<file path="src/rtl/result_pkg.sv">
// Purpose: shared types, constants and helpers for the reaction-result statistics block.
// Contents:
//   RESULT_W    - default tick width of one result
//   result_t    - one result, RESULT_W bits wide
//   RESULT_NONE - all-ones value meaning "no result yet"
//   clog2()     - ceiling log2, usable in constant expressions
package result_pkg;

    localparam int unsigned RESULT_W = 28;

    typedef logic [RESULT_W-1:0] result_t;

    localparam result_t RESULT_NONE = '1;

    // Ceiling log2; clog2(1) = 0.
    function automatic int unsigned clog2(input int unsigned value);
        int unsigned r;
        r = 0;
        for (int unsigned i = 0; i < 32; i++) begin
            if ((64'd1 << i) < 64'(value)) begin
                r = i + 1;
            end
        end
        return r;
    endfunction

endpackage

</file>
<file path="src/rtl/result_stats_if.sv">
// Purpose: bundles the strobe inputs, the history read port and the statistics
// outputs of result_stats.
// Modports:
//   master - producer/consumer side (drives strobes and i_rd_idx, reads statistics)
//   slave  - result_stats side
interface result_stats_if #(
    parameter int unsigned W     = result_pkg::RESULT_W,
    parameter int unsigned DEPTH = 8,
    parameter int unsigned CNT_W = 16
);
    localparam int unsigned AW = result_pkg::clog2(DEPTH);

    logic             i_valid;
    logic [W-1:0]     i_ticks;
    logic             i_false_start;
    logic             i_clear;
    logic [AW-1:0]    i_rd_idx;
    logic [W-1:0]     o_rd_ticks;
    logic [W-1:0]     o_last;
    logic [W-1:0]     o_best;
    logic [W-1:0]     o_worst;
    logic [W-1:0]     o_avg;
    logic             o_avg_valid;
    logic [CNT_W-1:0] o_count;
    logic [CNT_W-1:0] o_false_count;

    modport master (
        output i_valid, i_ticks, i_false_start, i_clear, i_rd_idx,
        input  o_rd_ticks, o_last, o_best, o_worst, o_avg, o_avg_valid,
               o_count, o_false_count
    );

    modport slave (
        input  i_valid, i_ticks, i_false_start, i_clear, i_rd_idx,
        output o_rd_ticks, o_last, o_best, o_worst, o_avg, o_avg_valid,
               o_count, o_false_count
    );

endinterface

</file>
<file path="src/rtl/result_ring.sv">
// Purpose: DEPTH-entry history ring of accepted results with a running window sum
// and a registered, age-addressed read port.
// Ports:
//   i_clk_50m, i_rst_n - clock, synchronous active-low reset
//   i_clear            - wipe ring, pointer, fill level and sum
//   i_wr, i_data       - write one accepted result
//   i_rd_idx           - age to read (0 = newest)
//   o_rd_ticks         - entry at i_rd_idx, 1-cycle latency, 0 beyond fill level
//   o_sum              - sum of the entries currently in the window
//   o_full             - DEPTH results have been written since reset/clear
module result_ring
    import result_pkg::*;
#(
    parameter int unsigned W     = RESULT_W,
    parameter int unsigned DEPTH = 8
) (
    input  logic                          i_clk_50m,
    input  logic                          i_rst_n,
    input  logic                          i_clear,
    input  logic                          i_wr,
    input  logic [W-1:0]                  i_data,
    input  logic [clog2(DEPTH)-1:0]       i_rd_idx,
    output logic [W-1:0]                  o_rd_ticks,
    output logic [W+clog2(DEPTH)-1:0]     o_sum,
    output logic                          o_full
);

    localparam int unsigned AW = clog2(DEPTH);
    localparam int unsigned SW = W + AW;
    localparam int unsigned FW = AW + 1;

    logic [W-1:0]  mem_q [DEPTH];
    logic [W-1:0]  mem_d [DEPTH];
    logic [AW-1:0] wptr_q, wptr_d;
    logic [FW-1:0] fill_q, fill_d;
    logic [SW-1:0] sum_q, sum_d;
    logic          full_q, full_d;
    logic [W-1:0]  rd_q, rd_d;
    logic [AW-1:0] rd_addr;
    logic [W-1:0]  evicted;

    // Newest entry sits just behind wptr; pointer arithmetic wraps since DEPTH = 2^AW.
    always_comb begin
        rd_addr = wptr_q - AW'(1) - i_rd_idx;
        evicted = full_q ? mem_q[wptr_q] : '0;
    end

    // Next-state: read uses pre-write contents; clear overrides any write.
    always_comb begin
        mem_d  = mem_q;
        wptr_d = wptr_q;
        fill_d = fill_q;
        sum_d  = sum_q;
        full_d = full_q;
        rd_d   = (FW'(i_rd_idx) < fill_q) ? mem_q[rd_addr] : '0;
        if (i_clear) begin
            for (int i = 0; i < int'(DEPTH); i++) begin
                mem_d[i] = '0;
            end
            wptr_d = '0;
            fill_d = '0;
            sum_d  = '0;
            full_d = 1'b0;
            rd_d   = '0;
        end else if (i_wr) begin
            mem_d[wptr_q] = i_data;
            wptr_d        = wptr_q + AW'(1);
            if (!full_q) begin
                fill_d = fill_q + FW'(1);
            end
            full_d = full_q || (fill_q == FW'(DEPTH - 1));
            sum_d  = sum_q + SW'(i_data) - SW'(evicted);
        end
    end

    // State registers.
    always_ff @(posedge i_clk_50m) begin
        if (!i_rst_n) begin
            for (int i = 0; i < int'(DEPTH); i++) begin
                mem_q[i] <= '0;
            end
            wptr_q <= '0;
            fill_q <= '0;
            sum_q  <= '0;
            full_q <= 1'b0;
            rd_q   <= '0;
        end else begin
            mem_q  <= mem_d;
            wptr_q <= wptr_d;
            fill_q <= fill_d;
            sum_q  <= sum_d;
            full_q <= full_d;
            rd_q   <= rd_d;
        end
    end

    assign o_rd_ticks = rd_q;
    assign o_sum      = sum_q;
    assign o_full     = full_q;

endmodule

</file>
<file path="src/rtl/result_stats.sv">
// Purpose: reaction-result statistics: last/best/worst, windowed average,
// attempt and false-start counters, and a history read port.
// Ports:
//   i_clk_50m - 50 MHz system clock
//   i_rst_n   - synchronous active-low reset
//   sif       - result_stats_if.slave: strobes (i_valid/i_ticks, i_false_start,
//               i_clear), history read (i_rd_idx/o_rd_ticks) and statistics outputs
module result_stats
    import result_pkg::*;
#(
    parameter int unsigned W     = RESULT_W,
    parameter int unsigned DEPTH = 8,
    parameter int unsigned CNT_W = 16
) (
    input  logic           i_clk_50m,
    input  logic           i_rst_n,
    result_stats_if.slave  sif
);

    localparam int unsigned AW = clog2(DEPTH);
    localparam int unsigned SW = W + AW;

    logic             accept;
    logic             false_start;
    logic [SW-1:0]    ring_sum;
    logic             ring_full;

    logic [W-1:0]     last_q, last_d;
    logic [W-1:0]     best_q, best_d;
    logic [W-1:0]     worst_q, worst_d;
    logic [W-1:0]     avg_q, avg_d;
    logic             avg_valid_q, avg_valid_d;
    logic [CNT_W-1:0] cnt_q, cnt_d;
    logic [CNT_W-1:0] fcnt_q, fcnt_d;

    // Strobe arbitration: clear beats false start beats valid.
    assign false_start = !sif.i_clear && sif.i_false_start;
    assign accept      = !sif.i_clear && !sif.i_false_start && sif.i_valid;

    result_ring #(
        .W     (W),
        .DEPTH (DEPTH)
    ) u_ring (
        .i_clk_50m  (i_clk_50m),
        .i_rst_n    (i_rst_n),
        .i_clear    (sif.i_clear),
        .i_wr       (accept),
        .i_data     (sif.i_ticks),
        .i_rd_idx   (sif.i_rd_idx),
        .o_rd_ticks (sif.o_rd_ticks),
        .o_sum      (ring_sum),
        .o_full     (ring_full)
    );

    // Next-state for the scalar statistics.
    always_comb begin
        last_d      = last_q;
        best_d      = best_q;
        worst_d     = worst_q;
        cnt_d       = cnt_q;
        fcnt_d      = fcnt_q;
        // Average trails the ring sum by one register stage.
        avg_d       = ring_full ? W'(ring_sum >> AW) : '0;
        avg_valid_d = ring_full;
        if (sif.i_clear) begin
            last_d      = {W{1'b1}};
            best_d      = {W{1'b1}};
            worst_d     = '0;
            cnt_d       = '0;
            fcnt_d      = '0;
            avg_d       = '0;
            avg_valid_d = 1'b0;
        end else if (false_start) begin
            if (fcnt_q != {CNT_W{1'b1}}) begin
                fcnt_d = fcnt_q + CNT_W'(1);
            end
        end else if (accept) begin
            last_d = sif.i_ticks;
            if (sif.i_ticks < best_q) begin
                best_d = sif.i_ticks;
            end
            if (sif.i_ticks > worst_q) begin
                worst_d = sif.i_ticks;
            end
            if (cnt_q != {CNT_W{1'b1}}) begin
                cnt_d = cnt_q + CNT_W'(1);
            end
        end
    end

    // State registers.
    always_ff @(posedge i_clk_50m) begin
        if (!i_rst_n) begin
            last_q      <= {W{1'b1}};
            best_q      <= {W{1'b1}};
            worst_q     <= '0;
            cnt_q       <= '0;
            fcnt_q      <= '0;
            avg_q       <= '0;
            avg_valid_q <= 1'b0;
        end else begin
            last_q      <= last_d;
            best_q      <= best_d;
            worst_q     <= worst_d;
            cnt_q       <= cnt_d;
            fcnt_q      <= fcnt_d;
            avg_q       <= avg_d;
            avg_valid_q <= avg_valid_d;
        end
    end

    assign sif.o_last        = last_q;
    assign sif.o_best        = best_q;
    assign sif.o_worst       = worst_q;
    assign sif.o_avg         = avg_q;
    assign sif.o_avg_valid   = avg_valid_q;
    assign sif.o_count       = cnt_q;
    assign sif.o_false_count = fcnt_q;

endmodule

</file>
<file path="src/flat_wrapper.sv">
// flat-port wrapper written by rule: the top's interface ports become plain ports
module result_stats_flat import result_pkg::*;
#(
    parameter int unsigned W     = RESULT_W,
    parameter int unsigned DEPTH = 8,
    parameter int unsigned CNT_W = 16
)
  (i_clk_50m, i_rst_n, sif_i_valid, sif_i_ticks, sif_i_false_start, sif_i_clear, sif_i_rd_idx, sif_o_rd_ticks, sif_o_last, sif_o_best, sif_o_worst, sif_o_avg, sif_o_avg_valid, sif_o_count, sif_o_false_count);
  result_stats_if #(.W(W), .DEPTH(DEPTH), .CNT_W(CNT_W)) sif_i ();
  input  logic i_clk_50m;
  input  logic i_rst_n;
  input wire logic [$bits(sif_i.i_valid)-1:0] sif_i_valid;
  input wire logic [$bits(sif_i.i_ticks)-1:0] sif_i_ticks;
  input wire logic [$bits(sif_i.i_false_start)-1:0] sif_i_false_start;
  input wire logic [$bits(sif_i.i_clear)-1:0] sif_i_clear;
  input wire logic [$bits(sif_i.i_rd_idx)-1:0] sif_i_rd_idx;
  output wire logic [$bits(sif_i.o_rd_ticks)-1:0] sif_o_rd_ticks;
  output wire logic [$bits(sif_i.o_last)-1:0] sif_o_last;
  output wire logic [$bits(sif_i.o_best)-1:0] sif_o_best;
  output wire logic [$bits(sif_i.o_worst)-1:0] sif_o_worst;
  output wire logic [$bits(sif_i.o_avg)-1:0] sif_o_avg;
  output wire logic [$bits(sif_i.o_avg_valid)-1:0] sif_o_avg_valid;
  output wire logic [$bits(sif_i.o_count)-1:0] sif_o_count;
  output wire logic [$bits(sif_i.o_false_count)-1:0] sif_o_false_count;
  assign sif_i.i_valid = sif_i_valid;
  assign sif_i.i_ticks = sif_i_ticks;
  assign sif_i.i_false_start = sif_i_false_start;
  assign sif_i.i_clear = sif_i_clear;
  assign sif_i.i_rd_idx = sif_i_rd_idx;
  assign sif_o_rd_ticks = sif_i.o_rd_ticks;
  assign sif_o_last = sif_i.o_last;
  assign sif_o_best = sif_i.o_best;
  assign sif_o_worst = sif_i.o_worst;
  assign sif_o_avg = sif_i.o_avg;
  assign sif_o_avg_valid = sif_i.o_avg_valid;
  assign sif_o_count = sif_i.o_count;
  assign sif_o_false_count = sif_i.o_false_count;
  result_stats #(.W(W), .DEPTH(DEPTH), .CNT_W(CNT_W)) u_core (.i_clk_50m(i_clk_50m), .i_rst_n(i_rst_n), .sif(sif_i));
endmodule
</file>
<file path="config.mk">
export PLATFORM = sky130hd
export DESIGN_NAME = result_stats_flat
export DESIGN_NICKNAME = d
export VERILOG_FILES = /design/src/rtl/result_pkg.sv /design/src/rtl/result_stats_if.sv /design/src/rtl/result_ring.sv /design/src/rtl/result_stats.sv /design/src/flat_wrapper.sv
export SDC_FILE = /design/constraint.sdc
export NUM_CORES = 1
export LEC_CHECK = 0
export ABC_AREA = 1
export BUFFER_PORTS_ARGS = -buffer_cell sky130_fd_sc_hd__buf_2
export CAP_MARGIN = 15
export CORE_UTILIZATION = 45
export DETAILED_ROUTE_END_ITERATION = 8
export MAX_ROUTING_LAYER = met4
export SLEW_MARGIN = 15
export SYNTH_ARGS = -nofsm -noshare
export SYNTH_HDL_FRONTEND = slang
export SYNTH_HIERARCHICAL = 1
export SYNTH_SLANG_ARGS = --single-unit
export TNS_END_PERCENT = 50
</file>
<file path="constraint.sdc">
create_clock -name i_clk_50m -period 7.5 [get_ports i_clk_50m]
set_input_delay 0.75 -clock i_clk_50m [delete_from_list [all_inputs] [get_ports i_clk_50m]]
set_output_delay 0.75 -clock i_clk_50m [all_outputs]
set_load 0.02 [all_outputs]
</file>
## Word level (Yosys, flattened, before mapping)

Index checks and enable logic that the tools add are counted.

| cells by class | value |
|---|---|
| add/sub/neg operators | 8 |
| $lt $le $gt $ge | 6 |
| equality and inequality tests | 3 |
| muxes and demuxes | 10 |
| bitwise gates (word level) | 6 |
| reduce and logical (&&, ||, !) cells | 16 |

Operator list:

| kind | count |
|---|---|
| bitwise mux 224 bit | 1 |
| binary-select mux 28 bit (select 3 bit) | 2 |
| 2-to-1 mux 28 bit | 6 |
| demux 28 bit (select 3 bit) | 1 |
| adder 16 x 1 -> 16 bit (second input constant) | 2 |
| != test 16 bit (second input constant) | 2 |
| adder 31 x 28 -> 31 bit | 1 |
| subtractor 31 x 28 -> 31 bit | 1 |
| greater-than comparator 28 bit | 1 |
| < comparator 28 bit | 1 |
| AND reduction 3 bit | 3 |
| greater-or-equal comparator 4 bit (second input constant) | 2 |
| inverter 3 -> 4 bit | 2 |
| AND reduction 2 bit | 3 |
| OR reduction 3 bit | 2 |
| adder 4 x 1 -> 4 bit (second input constant) | 1 |
| equality test 4 x 3 -> 1 bit (second input constant) | 1 |
| logical AND 1 bit | 4 |
| < comparator 3 x 4 -> 1 bit | 1 |
| < comparator 4 x 1 -> 1 bit (second input constant) | 1 |
| inverter 1 bit | 4 |
| adder 3 x 1 -> 3 bit (second input constant) | 1 |
| subtractor 3 x 1 -> 3 bit (second input constant) | 1 |
| subtractor 3 bit | 1 |
| other kinds (3) | 4 |

| storage, ports and cells | value |
|---|---|
| flip-flop bits (word level) | 436 |
| bits of input ports | 36 |
| output and inout port bits | 173 |
| logic and storage cells | 69 |

## Longest topological paths before layout

Gate-level depths: netlist of the first run.

| logic depth | value |
|---|---|
| word-level depth | 6 |
| depth in mapped cells | 23 |
| gate-level depth less buffers | 22 |

## Cells and area by module

The synthesis of the first run kept the hierarchy.

By module, submodules not included:

| module | times used | cells each | area each (µm²) | sequential area each (µm²) |
|---|---|---|---|---|
| result_ring | 1 | 2,420 | 16,243.1 | 5,825.6 |
| result_stats | 1 | 1,026 | 7,290.7 | 2,902.8 |

## Least setup slack after synthesis of the first run

No wires, ideal clock.

| timing | value |
|---|---|
| kind | reg2reg |
| start | register u_core.u_ring.wptr_q[0] |
| end | register u_core.u_ring.sum_q[28] (netlist: u_core/u_ring/o_sum[28]) |
| library setup time | 109 ps |
| data arrival time | 2,906 ps |
| setup slack | 4,485 ps |
| cell stages (with the launch flop) | 19 |
| buffers on the path | 2 |
| cells stage by stage | dfxtp_1 buf_2 buf_2 nor2_1 nor2_1 o21ai_0 a41oi_1 fa_1 fa_1 inv_2 nand3_1 nand3_1 nand3_1 nand3_1 nand2_1 nand3_1 nand3_1 nand2_1 inv_1 |

| on the way | value |
|---|---|
| word-level cells in the longest chain between the ends | 6 |

Ends and longest elaborated chain:

| element | line | source |
|---|---|---|
| start: declaration | result_ring.sv:34 | `logic [AW-1:0] wptr_q, wptr_d;` |
| start signal: assignment | result_ring.sv:89 | `wptr_q <= wptr_d;` |
| inverter 3 -> 4 bit (not written as such) | result_ring.sv:45 | `evicted = full_q ? mem_q[wptr_q] : '0;` |
| binary-select mux 28 bit (select 3 bit) | result_ring.sv:45 |  |
| 2-to-1 mux 28 bit (not written as such) (2 in a row) | result_ring.sv:45 |  |
| 2-to-1 mux 28 bit | result_ring.sv:45 |  |
| subtractor 31 x 28 -> 31 bit | result_ring.sv:72 | `sum_d = sum_q + SW'(i_data) - SW'(evicted);` |
| end signal: assignment | result_ring.sv:91 | `sum_q <= sum_d;` |
| end: declaration | result_ring.sv:36 | `logic [SW-1:0] sum_q, sum_d;` |

Every way passes these cells. The select of a mux whose other input is x is not followed.
A chain may end at the register's enable or synchronous reset.

## Worst setup path in the final report of the first run

| timing | value |
|---|---|
| start | register u_core.u_ring.wptr_q[0] |
| end | register u_core.u_ring.sum_q[22] (netlist: u_core/u_ring/o_sum[22]) |

The elaborated chain is that of the path after synthesis.

==> results, run 1 <==
- Post-CTS repair changed the size of 0 cells.
- At the pin with the least slew margin, the transition time is 1.13 ns.
- The remaining number of nets flagged by the antenna check after routing is 0.
- The leakage power total is 11.4 nW.
- Headroom to the max-slew limit came out at 0.248.
- The tree is rooted in a clkbuf_16.
- By area the synthesized netlist is led by dfxtp_1 (37%), a21oi_1 (11%), nand2_1 (8.4%), inv_1 (7.1%), o21ai_1 (6.4%).
- The number of levels in the clock H-tree is 2.
- During I/O placement, the number of pins put on the boundary was 209.
- In this run the horizontal extent of the chip is between 200 and 250 um.
- For this run, the top clock speed supported by timing is 214 MHz.
- The flop and latch count out of synthesis is 436.
- The routed layout has ~23000 vias.
- The final period demand of the worst path is about 4.7 ns.
- After clock tree synthesis, the clock-pin slew on the worst setup and hold paths is roughly 0.06 ns.
- Sorting the synthesized cells by how often they occur yields nand2_1 (526), a21oi_1 (513), inv_1 (443).
- The dominant cell type by area after synthesis is dfxtp_1.
- The number of hold violations in the final report is 0.
- The synthesized area per cell is 6.83 sq um.
- Counting the buffers created by CTS gives 51.
- The total die area is 53200 sq um.
- The count of maximum capacitance violations is 0.
- The clock net in this run drives a total of 436 sinks.
- The final global-route overflow total is 0.
- When the netlist entered floorplanning its net count stood at 3604.
- The initial utilization of the core area, before any placement, comes to 0.457.
- The final-report max-slew violation count is 0.
- The number of global-route vias before repair is 21400.
- The critical path goes through inv_2 -> buf_4 -> nor2_1 -> nor2_1 -> o21ai_0 -> a41oi_1 -> fa_1 -> inv_1 -> ha_1 -> nand2_1 -> nor2_1 -> and2_1 -> nand2_1 -> nand2_1 -> nand2_1 -> nand3_1 -> nand3_1 -> nand2_1 -> inv_1.
- Yosys instantiated no cell more often than nand2_1.
- The worst setup path is captured at a flip-flop.
- The worst hold path belongs to the class flip-flop to flip-flop.
- The setup violation total in the final timing report is 0.
- For this design the ratio of total power to cell area is 211 nW/um^2.
- The share of flip-flops with an asynchronous set or reset is 0.
- The predominant post-synthesis flop cell is dfxtp_1.
- On the final layout, the worst clock skew is 0.0462 ns.
- The via-per-instance ratio is 5.43.
- Counting tap cells, the placed design contains a total of 4155 instances.
- The first global-routing pass estimated 120000 um of wire.
- Summed over all layers, the routed wires come to a little under 80000 um.
- The largest fanout of any net on the critical path is 78.
- Input and output buffers added on the ports amount to 208.
- Data on the critical path is required at its endpoint by around 8 ns.
- The wire-length estimate of the detail-placed layout is approximately 52000 um.
- In this run the cell area of the synthesized design comes to approximately 24000 sq um.
- The floorplan core area is 51500 sq um.
- The class of the most critical setup path is flip-flop to flip-flop.
- At the end of routability-driven placement, the weighted congestion stood at 0.915.
- After technology mapping, the gate count stands at 3446.
- The warning count from the yosys run is 6.
- The clock insertion delay at the later pin of the skew report is 0.63 ns.
- The filler cells instantiated in the layout total ~5200.
- The finished layout holds 4253 standard cells, fillers aside.
- The maximum number of pins on one net before global-route repair is 112.
- The count of flip-flops with a built-in enable after synthesis is 0.
- The initial antenna violation count is 4.
- In this run the vertical extent of the chip is ~230 um.
- The number of rows in the core area is 83.
- The area added between synthesis and finish is 12.6%.
- The count of buffers added by post-CTS timing repair for setup is 0.
- In this design, the stage delay of the slowest critical-path cell is 0.71 ns.
- The slowest library cell on the worst path is buf_4.
- Setup repair after global routing left no endpoint under its margin.
- Across the VDD grid, the largest voltage drop is 0.000205 V.
- The final-stage net count is between 3000 and 4000.
- For this run, the total global-route usage over all layers was measured as 0.294.
- The count of hold buffers inserted by post-cts repair is 0.
- The flow ran to the end, and the final reports show no timing, DRC or antenna violations.
- The count of unresolved DRC violations after routing is 0.
- In this run the deepest clock path goes through 3 buffers.
- The total negative setup slack is 0 ns.
- The fraction of layout cells with a size suffix above 1 is 0.104.
- The share of the Yosys chip area taken by registers is 0.371.
- Dividing the detail-routed wire length by the instance count gives approximately 18 um.
- The number of detailed-route iterations in the first pass is 5.
- The most prevalent standard cell on the critical path is nand2_1.
- The worst setup path is launched from a flip-flop.
- At the worst endpoint, the arrival time is around 5.2 ns.
- After synthesis, the netlist uses 38 different library cells.
- TritonCTS built the clock tree.
- The initial DRC count is between 2000 and 2500.
- In the finished design, the share of the clock period the worst path needs comes to 0.622.
- The share of synthesized area in the top cell type comes to 0.371.
## final cells by class
| class | count | area, sq um | share of cell area |
|---|---|---|---|
| clock buffer | 73 | 1480 | 0.0558 |
| sequential | 436 | 8730 | 0.330 |
| tap | 680 | 851 | 0.0321 |
| inverter | 490 | 1840 | 0.0694 |
| timing repair buffer | 231 | 1250 | 0.0473 |
| clock inverter | 21 | 241 | 0.00911 |
| antenna | 3 | 7.51 | 0.000283 |
| multi-input combinational | 2319 | 12100 | 0.456 |
## kinds of logic (layout without fill, tap and decap cells)
| family | Yosys count | in the layout | synth area share |
|---|---|---|---|
| AO/OA/AOI/OAI | 1098 | 1098 | 0.239 |
| XOR/XNOR | 27 | 27 | 0.0100 |
| adder cells (fa/ha/maj) | 122 | 122 | 0.0741 |
| buffers and inverters | 691 | 815 | 0.119 |
| flip-flops | 436 | 436 | 0.371 |
| other | 0 | 3 | 0 |
| AND/OR/NAND/NOR | 1072 | 1072 | 0.187 |
## cell usage in the layout (no fill, tap or decap), types with 2 or more instances in the layout
cell type,instances
buf_2,208
nor2_1,333
nand2_1,522
a21oi_1,513
inv_6,2
nor2_2,5
bufinv_16,4
and2_1,4
nor2_4,10
nand4_1,12
nor3b_1,5
clkbuf_8,12
inv_2,20
a21o_1,3
a41oi_1,26
o21ai_0,245
clkbuf_16,51
nor3_1,23
diode_2,3
nand2_2,6
dfxtp_1,435
clkinv_2,12
inv_1,443
clkbuf_1,10
xor2_1,22
buf_16,2
fa_1,28
clkinv_1,27
o21bai_1,4
nand3_2,9
o21ai_1,301
nand3_1,139
buf_4,21
xnor2_1,5
ha_1,92
## stage by stage
stage	setup WS, ns	hold slack (ns)	power (W)	util	instance area (sq um)
2_1_floorplan	4.49	0.408	0.00288	-	23500
3_3_place_gp	3.11	0.416	0.00308	0.480	24700
3_5_place_dp	3.05	0.425	0.00308	0.480	24700
4_1_cts	3.02	0.416	0.00563	0.514	26500
5_1_grt	2.53	0.445	0.00582	0.514	26500
6_report	2.84	0.424	0.00559	0.514	26500
## critical path, delay by kind of cell (launching register included)
kind | cells | cell delay [ns]
DFF | 1 | 0.48
AOI/OAI and AO/OA | 2 | 0.67
adders and majority gates | 2 | 0.76
and+or+nand+nor | 11 | 1.30
buffers and inverters | 4 | 1.27
## per-layer routing
layer | part of all wire | GRT usage | routed length (um) | vias up
met5 | 0 | - | 0 | -
met1 | 0.45 | 0.394 | 34500 | 10700
met3 | 0.085 | 0.0541 | 6560 | 125
met2 | 0.44 | 0.446 | 34300 | 830
li1 | - | - | - | 11400
met4 | 0.027 | 0.0979 | 2100 | 0
## worst paths after layout
check | from | to | slack (ns) | cells past startpoint
worst max-delay path | u_core/u_ring/wptr_q[0]$_SDFFE_PP0P_ | u_core/u_ring/o_sum[22]$_SDFFE_PP0P_ | 2.84 | 19
worst min-delay path | u_core/u_ring/o_sum[25]$_SDFFE_PP0P_ | u_core/sif.o_avg[22]$_SDFF_PP0_ | 0.42 | 2
worst max register to register | u_core/u_ring/wptr_q[0]$_SDFFE_PP0P_ | u_core/u_ring/o_sum[22]$_SDFFE_PP0P_ | 2.84 | 19
worst min register to register | u_core/u_ring/o_sum[25]$_SDFFE_PP0P_ | u_core/sif.o_avg[22]$_SDFF_PP0_ | 0.42 | 2
## flip-flops by register name (all words and copies together) (netlist names)
register / flops
u_core/sif.o_avg_valid: 1
u_core/sif.o_last: 28
u_core/u_ring/o_full: 1
u_core/sif.o_worst: 28
u_core/sif.o_avg: 28
u_core/u_ring/o_sum: 31
u_core/u_ring/o_rd_ticks: 28
u_core/sif.o_false_count: 16
u_core/u_ring/mem_q: 224
u_core/u_ring/fill_q: 4
u_core/u_ring/wptr_q: 3
u_core/sif.o_count: 16
u_core/sif.o_best: 28
## power breakdown
group | switching (W) | internal [W] | leakage, nW
clock network | 0.00103 | 0.00151 | 0.855
logic | 0.000492 | 0.000200 | 7.05
registers | 0.0000167 | 0.00234 | 3.52
Note: power is estimated with default switching activity, not from simulation.
==> run 2: changes to the inputs <==
Settings changed: ABC_AREA 1 to 0.
Clock period 7.5 ns to 4.3 ns, I/O delays scaled along.
==> run 2 against run 1 <==
Global-route usage up 1.8 points; sequential power up 73%; first-iteration DRC count down 15%; critical path depth shrank 1; non-clock buffer count is 121 higher; clock power increased by 60%; largest power group is now registers; highest routed layer unchanged.
==> results, run 2 <==
- Leading post-synthesis cells by cell area: dfxtp_1 (39%), mux4_2 (11%), nand2_1 (11%), a21oi_1 (7.3%), ha_1 (5.2%) (was dfxtp_1 (37%), a21oi_1 (11%), nand2_1 (8.4%), inv_1 (7.1%), o21ai_1 (6.4%)).
- The number of detailed-route iterations in the first pass is 5 (unchanged).
- The worst slew slack as a fraction of its limit is 0.278 (was 0.248).
- The dominant cell type by area after synthesis is dfxtp_1 (unchanged).
- The beginning of the worst register-to-register path is u_core/u_ring/wptr_q[0]$_SDFFE_PP0P_ (unchanged).
- The flip-flop count of the largest register after layout is 224 (unchanged).
- The leading cell type in the layout, fill and taps excluded is nand2_1 (unchanged).
- The type of the tightest min-delay check was input pin to flip-flop (was flip-flop to flip-flop).
- The class of the most critical setup path is flip-flop to flip-flop (unchanged).
- The flop and latch count out of synthesis is 436 (unchanged).
- Unrepaired setup endpoints after global routing: true (was false).
- The clock insertion delay at the later pin of the skew report is 0.61 ns (was 0.63 ns).
- The slew at the pin closest to its max-slew limit is 1.08 ns (was 1.13 ns).
- The final global-route overflow total is 0 (unchanged).
- The post-synthesis cell type count is 77 (was 38).
- The area share of the leading cell type in the synthesized netlist is 0.388 (was 0.371).
- The post-synthesis instance area is 22500 sq um (was 23500 sq um).
- Status: complete, no violations (unchanged).
- The detailed-route wire length per cell is 21.9 um (was 18.2 um).
- The count of unresolved DRC violations after routing was 0 (unchanged).
- The initial antenna violation count is 2 (was 4).
- The vertical die dimension is 226 um (was 231 um).
- The horizontal die dimension came to 226 um (was 231 um).
- The synthesized area per cell was 8.54 sq um (was 6.83 sq um).
- The final period demand of the worst path is 4.17 ns (was 4.66 ns).
- The largest fanout of any net on the critical path is 7 (was 78).
- The cell with the most instances after synthesis is nand2_1 (unchanged).
- The placed wire-length estimate after detailed placement is 54000 um (was 52000 um).
- The final period utilization came to 0.970 (was 0.622).
- The weighted congestion at the end of routability-driven global placement is 0.949 (was 0.915).
- The via count was 20100 (was 23100).
- The total track usage is 0.313 (was 0.294).
- The final-report max-slew violation count was 0 (unchanged).
- The timing startpoint of the critical path is u_core/u_ring/wptr_q[0]$_SDFFE_PP0P_ (unchanged).
- The number of instances in the synthesized netlist is 2637 (was 3446).
- The number of rows in the core area is 81 (was 83).
- The first-pass GRT wire length is 117000 um (was 120000 um).
- The sequential-to-total area share from yosys stat is 0.388 (was 0.371).
- The sequential cell area is 8740 sq um (was 8730 sq um).
- The number of inserted filler cells in the final layout is 4545 (was 5244).
- The total power per unit cell area is 345 nW/um^2 (was 211 nW/um^2).
- The warning count from the yosys run was 6 (unchanged).
- The worst path required time is 4.79 ns (was 7.99 ns).
- The remaining number of nets flagged by the antenna check after routing is 0 (unchanged).
- The I/O pin count is 209 (unchanged).
- The count of flip-flops with a built-in enable after synthesis is 0 (unchanged).
- The placed instance count is 3449 (was 4155).
- The area added between synthesis and finish is 18.0% (was 12.6%).
- The via-per-instance ratio was 5.66 (was 5.43).
- The starting density of the core is 0.458 (was 0.457).
- The register bank with the most flops is u_core/u_ring/mem_q (unchanged).
- The count of hold buffers inserted by post-cts repair is 0 (unchanged).
- The fmax came to 240 MHz (was 214 MHz).
- The internal reg-to-reg setup slack is 0.13 ns (was 2.84 ns).
- The startpoint class of the critical path was a flip-flop (unchanged).
- The number of standard cells in the layout, taps in and fillers out is 3557 (was 4253).
- The maximum clock skew at final layout is 0.0288 ns (was 0.0462 ns).
- The count of clock tree sinks is 436 (unchanged).
- The total placed instance area is 24800 sq um (was 24700 sq um).
- The fraction of layout cells with a size suffix above 1 is 0.203 (was 0.104).
- The total negative setup slack was 0 ns (unchanged).
- The maximum number of pins on one net before global-route repair was 117 (was 112).
- The predominant post-synthesis flop cell was dfxtp_1 (unchanged).
- The overall routed net length is 77800 um (was 77400 um).
- The leakage power total came to 10.3 nW (was 11.4 nW).
- The floorplan core area came to 49200 sq um (was 51500 sq um).
- Most common library cells after synthesis: nand2_1 (671), dfxtp_1 (436), a21oi_1 (329) (was nand2_1 (526), a21oi_1 (513), inv_1 (443)).
- The area used by multi-input combinational logic is 12500 sq um (was 12100 sq um).
- The count of port buffers added during placement is 208 (unchanged).
- The clock edge transition at the registers on the reported setup and hold paths was 0.06 ns (about the same).
- The number of levels in the clock H-tree was 2 (unchanged).
- The final-stage net count is 3014 (was 3687).
- The number of hold violations in the final report was 0 (unchanged).
- The buffer cell driving the clock tree root is clkbuf_16 (unchanged).
- The maximum vdd drop is 0.000258 V (was 0.000205 V).
- The TritonCTS buffer count is 48 (was 51).
- The beginning of the worst hold path is sif_i_ticks[19] (was u_core/u_ring/o_sum[25]$_SDFFE_PP0P_).
- The final design instance area without fill came to 26600 sq um (was 26500 sq um).
- The setup violation total in the final timing report was 0 (unchanged).
- The post-synth net total came to 2795 (was 3604).
- The endpoint class of the critical path was a flip-flop (unchanged).
- The worst path arrival time is 4.66 ns (was 5.15 ns).
- The initial DRC count is 1831 (was 2162).
- The number of global-route vias before repair was 19400 (was 21400).
- The worst setup slack after layout is 0.131 ns (was 2.84 ns).
- The count of antenna diodes in the layout is 0 (was 3).
- Leading cell types in the layout, fill and taps excluded: nand2_1 (671), dfxtp_1 (433), a21oi_1 (328), buf_2 (208), inv_1 (176) (was nand2_1 (522), a21oi_1 (513), inv_1 (443), dfxtp_1 (435), nor2_1 (333)).
- The share of flip-flops with an asynchronous set or reset came to 0 (unchanged).
- The total die area is 50900 sq um (was 53200 sq um).
- The worst setup timing slack at the placement stage was -0.0482 ns (was 3.05 ns).
- The maximum root-to-sink buffer count is 3 (unchanged).
- The clock tree from TritonCTS is built (unchanged).
- The count of maximum capacitance violations is 0 (unchanged).
[run 2: cell types whose count changed in the layout (fill, tap and decap cells not counted), sizes merged, moves of 31 or more]
cell	delta
o21ai	-487
and3	+36
mux2i	+49
nand3	-67
buf	+120
a21oi	-179
nor2	-205
mux4	+112
nand2	+142
clkinv	-31
inv	-287
[run 2: worst paths after layout]
check | cells after the start | to
setup / recovery | 18 | u_core/u_ring/o_sum[23]$_SDFFE_PP0P_
hold / removal | 3 | u_core/sif.o_last[19]$_SDFFE_PP1P_
setup reg to reg | 18 | u_core/u_ring/o_sum[23]$_SDFFE_PP0P_
hold reg to reg | 2 | u_core/sif.o_last[14]$_SDFFE_PP1P_
[run 2: timing repair]
item	in CTS	in global routing
endpoints found under the setup margin	3	11
buffers inserted	0	20
endpoints found under the hold margin	0	0
pin swaps	0	2
gates resized for setup	3	14
[run 2: through the flow]
step	util	hold WS (ns)	total power [W]
after CTS	0.535	0.174	0.00919
after global routing	0.541	0.195	0.00945
final	0.541	0.190	0.00916
after detailed placement	0.504	0.453	0.00515
after global placement	0.504	0.446	0.00513
after floorplan	-	0.439	0.00480
[run 2: kinds of logic (layout without fill, tap and decap cells)]
group | count (synthesis) | count (layout) | share of synthesized area
compound gates | 488 | 488 | 0.126
xor+xnor | 58 | 58 | 0.0226
fa+ha+maj | 122 | 122 | 0.0775
buf+inv | 360 | 616 | 0.0640
flops | 436 | 436 | 0.388
mux | 161 | 161 | 0.134
simple gates | 1012 | 1012 | 0.189
[run 2: layout make-up]
type / instances / area share
multi-input cells: 1841 / 0.471
flip-flops and latches: 436 / 0.329
clock inverters: 13 / 0.00462
inverters: 177 / 0.0250
clock buffers: 74 / 0.0527
repair buffers: 352 / 0.0870
well taps: 664 / 0.0313
[run 2: metal layers]
layer  global-route usage  vias up  share of wire
li1                     -     9333              -
met1                0.390     9755           0.41
met2                0.504      875           0.47
met3               0.0511      183          0.075
met4                0.128        0          0.039
met5                    -        -              0
[run 2: where the power goes]
group          internal (W)  leakage [nW]  switching, W
clock network       0.00235         0.754       0.00171
logic              0.000377          6.01      0.000629
registers           0.00407          3.52     0.0000218
total               0.00680          10.3       0.00236
[run 2: worst max-delay path, stage by stage, from the launching register on]
cell,delay (ns)
dfxtp_4,0.36
buf_4,0.19
buf_4,0.15
mux4_2,0.48
nand2_1,0.07
a21boi_0,0.13
fa_1,0.50
inv_1,0.04
ha_2,0.32
a21oi_4,0.18
o21ai_2,0.07
a21oi_1,0.14
o21bai_1,0.07
a221o_1,0.34
a21oi_2,0.19
o221a_1,0.25
nor2b_1,0.06
o311a_1,0.28
a32o_1,0.22
